[src/rtl/uart_core_param_if.sv]
// Handshake bundle between system logic and uart_core_param.
// master = system side, slave = UART side.
interface uart_core_param_if #(
  parameter int DATA_BITS     = 8,
  parameter int RX_FIFO_DEPTH = 16
);
  localparam int CW = $clog2(RX_FIFO_DEPTH + 1);

  logic [DATA_BITS-1:0] tx_data;
  logic                 tx_valid;
  logic                 tx_ready;
  logic                 tx_busy;
  logic [DATA_BITS-1:0] rx_data;
  logic                 rx_frame_err;
  logic                 rx_parity_err;
  logic                 rx_valid;
  logic                 rx_ready;
  logic                 rx_overrun;
  logic                 rx_err_clr;
  logic [CW-1:0]        rx_fifo_count;

  modport master (
    output tx_data, tx_valid, rx_ready, rx_err_clr,
    input  tx_ready, tx_busy, rx_data, rx_frame_err,
    input  rx_parity_err, rx_valid, rx_overrun, rx_fifo_count
  );

  modport slave (
    input  tx_data, tx_valid, rx_ready, rx_err_clr,
    output tx_ready, tx_busy, rx_data, rx_frame_err,
    output rx_parity_err, rx_valid, rx_overrun, rx_fifo_count
  );
endinterface

[src/rtl/uart_core_param.sv]
// Parametrised UART: 16x tick divider, TX FSM, oversampled RX FSM
// with majority vote and false-start rejection, RX FIFO.
module uart_core_param #(
  parameter int SYSTEM_CLOCK  = 99999001,
  parameter int UART_BAUDRATE = 115200,
  parameter int DATA_BITS     = 8,
  parameter int PARITY        = 0,
  parameter int STOP_BITS     = 1,
  parameter int RX_FIFO_DEPTH = 16
) (
  input  logic system_clk,
  input  logic reset,
  output logic tx,
  input  logic rx,
  uart_core_param_if.slave bus
);
  localparam int DIV_RAW = (SYSTEM_CLOCK + 8 * UART_BAUDRATE)
                         / (16 * UART_BAUDRATE);
  localparam int DIV       = (DIV_RAW < 1) ? 1 : DIV_RAW;
  localparam int DVW       = $clog2(DIV + 1);
  localparam int BCW       = $clog2(DATA_BITS);
  localparam int AW        = $clog2(RX_FIFO_DEPTH);
  localparam int CW        = $clog2(RX_FIFO_DEPTH + 1);
  localparam int EW        = DATA_BITS + 2;
  localparam int STOP_LAST = 16 * STOP_BITS - 1;

  logic [DVW-1:0] div_cnt;
  logic           tick;

  assign tick = (div_cnt == DVW'(DIV - 1));

  always_ff @(posedge system_clk or negedge reset) begin
    if (!reset)    div_cnt <= '0;
    else if (tick) div_cnt <= '0;
    else           div_cnt <= div_cnt + DVW'(1);
  end

  typedef enum logic [2:0] {
    T_IDLE, T_ARM, T_START, T_DATA, T_PAR, T_STOP
  } tx_st_t;

  tx_st_t               ts, ts_n;
  logic [4:0]           tt;
  logic [BCW-1:0]       tbit;
  logic [DATA_BITS-1:0] tsh;
  logic                 tpar;
  logic                 t_end;

  assign t_end = tick &&
    (tt == ((ts == T_STOP) ? 5'(STOP_LAST) : 5'd15));

  always_ff @(posedge system_clk or negedge reset) begin
    if (!reset) ts <= T_IDLE;
    else        ts <= ts_n;
  end

  always_comb begin
    ts_n = ts;
    unique case (ts)
      T_IDLE:  if (bus.tx_valid) ts_n = T_ARM;
      T_ARM:   if (tick) ts_n = T_START;
      T_START: if (t_end) ts_n = T_DATA;
      T_DATA:
        if (t_end && tbit == BCW'(DATA_BITS - 1))
          ts_n = (PARITY != 0) ? T_PAR : T_STOP;
      T_PAR:   if (t_end) ts_n = T_STOP;
      T_STOP:  if (t_end) ts_n = T_IDLE;
      default: ts_n = T_IDLE;
    endcase
  end

  always_comb begin
    tx           = 1'b1;
    bus.tx_ready = (ts == T_IDLE);
    bus.tx_busy  = (ts != T_IDLE);
    unique case (ts)
      T_START: tx = 1'b0;
      T_DATA:  tx = tsh[0];
      T_PAR:   tx = tpar;
      default: tx = 1'b1;
    endcase
  end

  // Word and parity are captured at accept; later tx_data changes are ignored.
  always_ff @(posedge system_clk or negedge reset) begin
    if (!reset) begin
      tt   <= '0;
      tbit <= '0;
      tsh  <= '0;
      tpar <= 1'b0;
    end else begin
      if (ts == T_IDLE && bus.tx_valid) begin
        tsh  <= bus.tx_data;
        tpar <= (PARITY == 2) ? ~^bus.tx_data : ^bus.tx_data;
      end
      if (ts == T_IDLE || ts == T_ARM || t_end) tt <= '0;
      else if (tick)                             tt <= tt + 5'd1;
      if (ts != T_DATA) tbit <= '0;
      else if (t_end) begin
        tbit <= tbit + BCW'(1);
        tsh  <= tsh >> 1;
      end
    end
  end

  logic rx_s1, rx_s2;

  always_ff @(posedge system_clk or negedge reset) begin
    if (!reset) begin
      rx_s1 <= 1'b1;
      rx_s2 <= 1'b1;
    end else begin
      rx_s1 <= rx;
      rx_s2 <= rx_s1;
    end
  end

  typedef enum logic [2:0] {
    R_IDLE, R_START, R_DATA, R_PAR, R_STOP
  } rx_st_t;

  rx_st_t               rs, rs_n;
  logic [3:0]           rt;
  logic [BCW-1:0]       rbit;
  logic [DATA_BITS-1:0] rsh;
  logic [1:0]           samp;
  logic                 rpe;
  logic                 maj, mid, r_end, exp_par, push;

  assign maj = (samp[0] & samp[1]) | (samp[0] & rx_s2)
             | (samp[1] & rx_s2);
  assign mid     = tick && (rt == 4'd9);
  assign r_end   = tick && (rt == 4'd15);
  assign exp_par = (PARITY == 2) ? ~^rsh : ^rsh;

  always_ff @(posedge system_clk or negedge reset) begin
    if (!reset) rs <= R_IDLE;
    else        rs <= rs_n;
  end

  always_comb begin
    rs_n = rs;
    unique case (rs)
      R_IDLE:  if (tick && !rx_s2) rs_n = R_START;
      R_START:
        if (mid && maj) rs_n = R_IDLE;
        else if (r_end) rs_n = R_DATA;
      R_DATA:
        if (r_end && rbit == BCW'(DATA_BITS - 1))
          rs_n = (PARITY != 0) ? R_PAR : R_STOP;
      R_PAR:   if (r_end) rs_n = R_STOP;
      R_STOP:  if (mid) rs_n = R_IDLE;
      default: rs_n = R_IDLE;
    endcase
  end

  always_comb begin
    push = (rs == R_STOP) && mid;
  end

  always_ff @(posedge system_clk or negedge reset) begin
    if (!reset) begin
      rt   <= '0;
      rbit <= '0;
      rsh  <= '0;
      samp <= '0;
      rpe  <= 1'b0;
    end else begin
      if (rs == R_IDLE || r_end) rt <= '0;
      else if (tick)             rt <= rt + 4'd1;
      if (tick && rt == 4'd7) samp[0] <= rx_s2;
      if (tick && rt == 4'd8) samp[1] <= rx_s2;
      if (rs == R_DATA && mid) rsh <= {maj, rsh[DATA_BITS-1:1]};
      if (rs != R_DATA) rbit <= '0;
      else if (r_end)   rbit <= rbit + BCW'(1);
      if (rs == R_IDLE)             rpe <= 1'b0;
      else if (rs == R_PAR && mid)  rpe <= maj ^ exp_par;
    end
  end

  logic [EW-1:0] mem [RX_FIFO_DEPTH];
  logic [AW-1:0] wp, rp;
  logic [CW-1:0] cnt;
  logic          ovr, full, pop, wr;

  assign full = (cnt == CW'(RX_FIFO_DEPTH));
  assign pop  = bus.rx_valid && bus.rx_ready;
  assign wr   = push && (!full || pop);

  always_ff @(posedge system_clk) begin
    if (wr) mem[wp] <= {~maj, rpe, rsh};
  end

  always_ff @(posedge system_clk or negedge reset) begin
    if (!reset) begin
      wp  <= '0;
      rp  <= '0;
      cnt <= '0;
      ovr <= 1'b0;
    end else begin
      if (wr)  wp <= wp + AW'(1);
      if (pop) rp <= rp + AW'(1);
      unique case ({wr, pop})
        2'b10:   cnt <= cnt + CW'(1);
        2'b01:   cnt <= cnt - CW'(1);
        default: cnt <= cnt;
      endcase
      // A new overrun outranks a simultaneous clear.
      if (push && full && !pop) ovr <= 1'b1;
      else if (bus.rx_err_clr)  ovr <= 1'b0;
    end
  end

  assign bus.rx_valid      = (cnt != '0);
  assign bus.rx_frame_err  = mem[rp][EW-1];
  assign bus.rx_parity_err = mem[rp][EW-2];
  assign bus.rx_data       = mem[rp][DATA_BITS-1:0];
  assign bus.rx_overrun    = ovr;
  assign bus.rx_fifo_count = cnt;
endmodule
[src/flat_wrapper.sv]
// flat-port wrapper written by rule: the top's interface ports become plain ports
module uart_core_param_flat 
#(
  parameter int SYSTEM_CLOCK  = 99999001,
  parameter int UART_BAUDRATE = 115200,
  parameter int DATA_BITS     = 8,
  parameter int PARITY        = 0,
  parameter int STOP_BITS     = 1,
  parameter int RX_FIFO_DEPTH = 16
)
  (system_clk, reset, tx, rx, bus_tx_data, bus_tx_valid, bus_rx_ready, bus_rx_err_clr, bus_tx_ready, bus_tx_busy, bus_rx_data, bus_rx_frame_err, bus_rx_parity_err, bus_rx_valid, bus_rx_overrun, bus_rx_fifo_count);
  uart_core_param_if #(.DATA_BITS(DATA_BITS), .RX_FIFO_DEPTH(RX_FIFO_DEPTH)) bus_i ();
  input  logic system_clk;
  input  logic reset;
  output logic tx;
  input  logic rx;
  input wire logic [$bits(bus_i.tx_data)-1:0] bus_tx_data;
  input wire logic [$bits(bus_i.tx_valid)-1:0] bus_tx_valid;
  input wire logic [$bits(bus_i.rx_ready)-1:0] bus_rx_ready;
  input wire logic [$bits(bus_i.rx_err_clr)-1:0] bus_rx_err_clr;
  output wire logic [$bits(bus_i.tx_ready)-1:0] bus_tx_ready;
  output wire logic [$bits(bus_i.tx_busy)-1:0] bus_tx_busy;
  output wire logic [$bits(bus_i.rx_data)-1:0] bus_rx_data;
  output wire logic [$bits(bus_i.rx_frame_err)-1:0] bus_rx_frame_err;
  output wire logic [$bits(bus_i.rx_parity_err)-1:0] bus_rx_parity_err;
  output wire logic [$bits(bus_i.rx_valid)-1:0] bus_rx_valid;
  output wire logic [$bits(bus_i.rx_overrun)-1:0] bus_rx_overrun;
  output wire logic [$bits(bus_i.rx_fifo_count)-1:0] bus_rx_fifo_count;
  assign bus_i.tx_data = bus_tx_data;
  assign bus_i.tx_valid = bus_tx_valid;
  assign bus_i.rx_ready = bus_rx_ready;
  assign bus_i.rx_err_clr = bus_rx_err_clr;
  assign bus_tx_ready = bus_i.tx_ready;
  assign bus_tx_busy = bus_i.tx_busy;
  assign bus_rx_data = bus_i.rx_data;
  assign bus_rx_frame_err = bus_i.rx_frame_err;
  assign bus_rx_parity_err = bus_i.rx_parity_err;
  assign bus_rx_valid = bus_i.rx_valid;
  assign bus_rx_overrun = bus_i.rx_overrun;
  assign bus_rx_fifo_count = bus_i.rx_fifo_count;
  uart_core_param #(.SYSTEM_CLOCK(SYSTEM_CLOCK), .UART_BAUDRATE(UART_BAUDRATE), .DATA_BITS(DATA_BITS), .PARITY(PARITY), .STOP_BITS(STOP_BITS), .RX_FIFO_DEPTH(RX_FIFO_DEPTH)) u_core (.system_clk(system_clk), .reset(reset), .tx(tx), .rx(rx), .bus(bus_i));
endmodule
[config.mk]
export PLATFORM = sky130hd
export DESIGN_NAME = uart_core_param_flat
export DESIGN_NICKNAME = d
export VERILOG_FILES = /design/src/rtl/uart_core_param_if.sv /design/src/rtl/uart_core_param.sv /design/src/flat_wrapper.sv
export SDC_FILE = /design/constraint.sdc
export NUM_CORES = 1
export LEC_CHECK = 0
export ABC_CLOCK_PERIOD_IN_PS = 2800
export BUFFER_PORTS_ARGS = -buffer_cell sky130_fd_sc_hd__buf_4
export CORE_UTILIZATION = 45
export CTS_CLUSTER_DIAMETER = 80
export DETAILED_ROUTE_END_ITERATION = 8
export SLEW_MARGIN = 20
export SYNTH_ARGS = -nofsm -noshare
export SYNTH_HDL_FRONTEND = slang
export SYNTH_SLANG_ARGS = --single-unit
[constraint.sdc]
create_clock -name system_clk -period 2.8 [get_ports system_clk]
set_input_delay 0.28 -clock system_clk [delete_from_list [all_inputs] [get_ports system_clk]]
set_output_delay 0.28 -clock system_clk [all_outputs]
set_load 0.02 [all_outputs]
==> reports/qor.yml <==
worst_hold_path:
  hp-class: "input pin to flip-flop"
  hold_depth: 3
  holdPathEnd: "u_core.tsh[7]"
  hold_start: "bus_tx_data[7]"
global_routing:
  grt_pass1_vias: 5440
  globalRouteOverflowTotal: 0
  grt_pass1_wl_um: 29500
  track_usage: 0.176
  antenna_found_initial: 0
  grt_max_degree: 64
worst_setup_path:
  timing.rr.end: "u_core.bus.rx_fifo_count[2]"
  start_kind: "flip-flop"
  required_ps: 2520
  critPathMostFrequentCell: "buf_4"
  cp_max_fo: 18
  r2r_slack_ps: 250
  critPathKind: "flip-flop to output port"
  arrival_ps: 2340
  slowest_stage: "mux4_2"
  worstReg2RegStart: "u_core.rs[0]"
  critPathCaptureType: "output port"
  cp_cell_sequence: "buf_4, mux4_2, a22oi_1, nand2_1, buf_4"
  reg2reg_depth: 10
  max_stage_delay_ps: 560
place:
  port_buffers: 33
  hpwl_um: 12100
  place_congestion: 0.790
logic_synthesis:
  synth_top_area_frac: 0.505
  synth.area.top_cells: "edfxtp_1 51%, dfrtp_1 16%, mux4_2 9.5%, ha_1 2.5%, xnor2_1 2.2%"
  yosys.area.top_type: "edfxtp_1"
  syn_nets: 625
  synth-edff-count: 160
  syn_inst: 592
  ys_types: 60
  synth_flop_cell: "edfxtp_1"
  yosysSeqAreaShare: 0.671
  ys_ff_latch: 223
  synth.avg_cell_area_um2: 16.1
  async_flop_share: 0.283
  yosysWarningCount: 0
  syn_area_mm2: 0.00951
drt:
  ant_nets: 0
  drt_iter0_drc: 351
  via_per_inst: 5.51
  dr_total_vias: 5194
  wl_per_cell_um: 19.5
  drc: 0
  wl_um: 18400
  drt_first_pass_iters: 6
clock_network:
  h-tree-depth: 1
  cts.sink_count: 223
  root_buffer: "clkbuf_16"
  path_clk_slew_ps: 60
  clk_latency_ps: 510
  clock_path_buffers: 3
  cts_tree: "built"
  cts_buffers: 25
sta:
  fin_skew_ps: 11.7
  setup_tns_ps: 0
  finalSetupViolCount: 0
  hold_ws_ps: 26.5
  hold_violations: 0
  slew_violations: 0
  finalCritPeriodShare: 0.935
  min_period_ps: 2620
  max_freq_ghz: 0.382
  rsz0062_at_grt: "no"
  slew_headroom: 0.443
  max_slew.worst_pin.slew_ps: 836
pwr:
  cellInternalPower_w: 0.00620
  p_leak_nw: 4.23
  pwr-share-comb: 0.190
  powerDensity_mw_per_mm2: 766
  clkPwrFrac: 0.372
  switching_share: 0.265
  p_sw_w: 0.00223
  pwr-share-seq: 0.437
  peakVddDrop_mv: 0.563
  p_total_w: 0.00844
floorplan:
  die_w_um: 147
  core_area_mm2: 0.0205
  row_count: 52
  dieArea_mm2: 0.0217
  top_level_ports: 34
  die_h_um: 147
  start_util: 0.464
cells_and_area:
  final_core_util: 0.538
  areaGrowthSynthToFinish_pct: 15.9
  drive_above_1_share: 0.242
  antenna_cells: 0
  finalNetCount: 687
outcome:
  outcome: "completed"
job:
  max-cap-violations: 0
cell families after synthesis:
| group | after synthesis | synth area share |
|---|---|---|
| xor gates and xnor gates | 33 | 0.0318 |
| buffers and inverters | 43 | 0.0196 |
| DFF | 223 | 0.671 |
| adders and majority gates | 19 | 0.0250 |
| AOI/OAI and AO/OA | 79 | 0.0545 |
| muxes | 62 | 0.119 |
| and+or+nand+nor | 133 | 0.0787 |
sequential cells by signal, indices dropped and copies added (netlist names):
name and flops:
u_core.bus.rx_overrun 1, u_core.rpe 1, u_core.rs 3, u_core.tpar 1, u_core.tt 5, u_core.wp 4
u_core.tsh 8, u_core.div_cnt 6, u_core.rx_s1 1, u_core.ts 3, u_core.rt 4, u_core.tbit 3
u_core.rx_s2 1, u_core.bus.rx_fifo_count 5, u_core.rbit 3, u_core.rp 4, u_core.mem 160, u_core.samp 2
u_core.rsh 8
worst max-delay path: cells and delay by family, from the launching register on:
kind | cells | cell delay (ps)
AOI/OAI and AO/OA | 1 | 280
buffers and inverters | 2 | 490
DFF | 1 | 380
muxes | 1 | 560
and+or+nand+nor | 1 | 90
layer usage:
layer | wire length [um] | up-vias | global-route usage | part of all wire
met5 | 0 | - | 0 | 0
met4 | 312 | 0 | 0.0474 | 0.017
met3 | 578 | 23 | 0.0284 | 0.031
met2 | 9010 | 97 | 0.293 | 0.49
met1 | 8510 | 2658 | 0.241 | 0.46
li1 | - | 2416 | - | -
synthesized netlist by cell type, drive strengths merged, types with 2 or more instances:
cell,count
a21o,2
a21oi,21
a22oi,20
a31oi,3
and2,3
and3,13
and3b,2
buf,13
clkbuf,14
dfrtp,61
dfstp,2
edfxtp,160
ha,19
inv,16
mux2,11
mux2i,11
mux4,40
nand2,37
nand2b,3
nand3,10
nand4,4
nand4b,3
nor2,22
nor2b,10
nor3,7
nor3b,2
nor4,4
nor4b,3
o21ai,19
o311ai,2
o31ai,3
or3,2
or4,3
xnor2,24
xor2,8
stage by stage:
step / worst slack, ps / instance area (um2) / instances
after global routing: 29.3 / 11000 / 943
after global placement: 144 / 10200 / 893
after detailed placement: 31.0 / 10200 / 893
final: 183 / 11000 / 943
after floorplan: 24.4 / 9510 / 592
after CTS: 20.9 / 11000 / 942
worst max-delay path by stage:
stage,startpoint,endpoint,slack [ps],cells past startpoint
floorplan,u_core.div_cnt[1],u_core.bus.rx_fifo_count[2],20,13
global placement,u_core.rt[1],u_core.bus.rx_fifo_count[4],140,12
detailed placement,u_core.rt[1],u_core.bus.rx_fifo_count[4],30,12
CTS,u_core.rt[1],u_core.bus.rx_fifo_count[4],20,12
global route,u_core.rp[0],bus_rx_data[4],30,5
finish,u_core.rp[0],bus_rx_frame_err,180,5
layout by cell type, fill, tap and decap left out, types with 3 or more instances in the layout:
cell type,instances
nor2_1,22
clkinv_1,4
o31ai_1,3
edfxtp_1,160
nand4b_1,3
xnor2_1,24
o21ai_0,17
a31oi_1,3
dfrtp_1,59
nand2_1,37
ha_1,18
nor3_1,5
and2_1,3
nand4_1,3
mux4_2,40
inv_1,15
a22oi_1,20
mux2i_1,11
nand2b_1,3
buf_4,58
or4_1,3
mux2_2,11
a21oi_1,21
clkbuf_16,25
xor2_1,8
nand3_1,10
clkinv_2,5
nor2b_1,10
and3_1,13
dlygate4sd3_1,3
clkbuf_1,4
area by class of cell:
type                       count  area [um2]
clock buffer                  30         654
fill                        1664        9480
tap                          270         338
clock inverter                16         145
timing repair buffer          62         485
inverter                      16        60.1
multi-input combinational    326        2950
sequential                   223        6390
repair_timing:
item                                    in CTS  in global routing
hold endpoints to repair                    63                  0
buffers inserted                             0                  1
hold buffers                                 3                  0
endpoints found under the setup margin       0                  2
resized for setup                            0                  3
power groups by stage:
stage / combinational (W) / sequential (W) / clock, W
2_1_floorplan: 0.00110 / 0.00377 / 0
3_3_place_gp: 0.00162 / 0.00375 / 0
3_5_place_dp: 0.00164 / 0.00375 / 0
4_1_cts: 0.00165 / 0.00369 / 0.00321
5_1_grt: 0.00176 / 0.00370 / 0.00334
6_report: 0.00161 / 0.00369 / 0.00314
(Power assumes the default switching activity.)
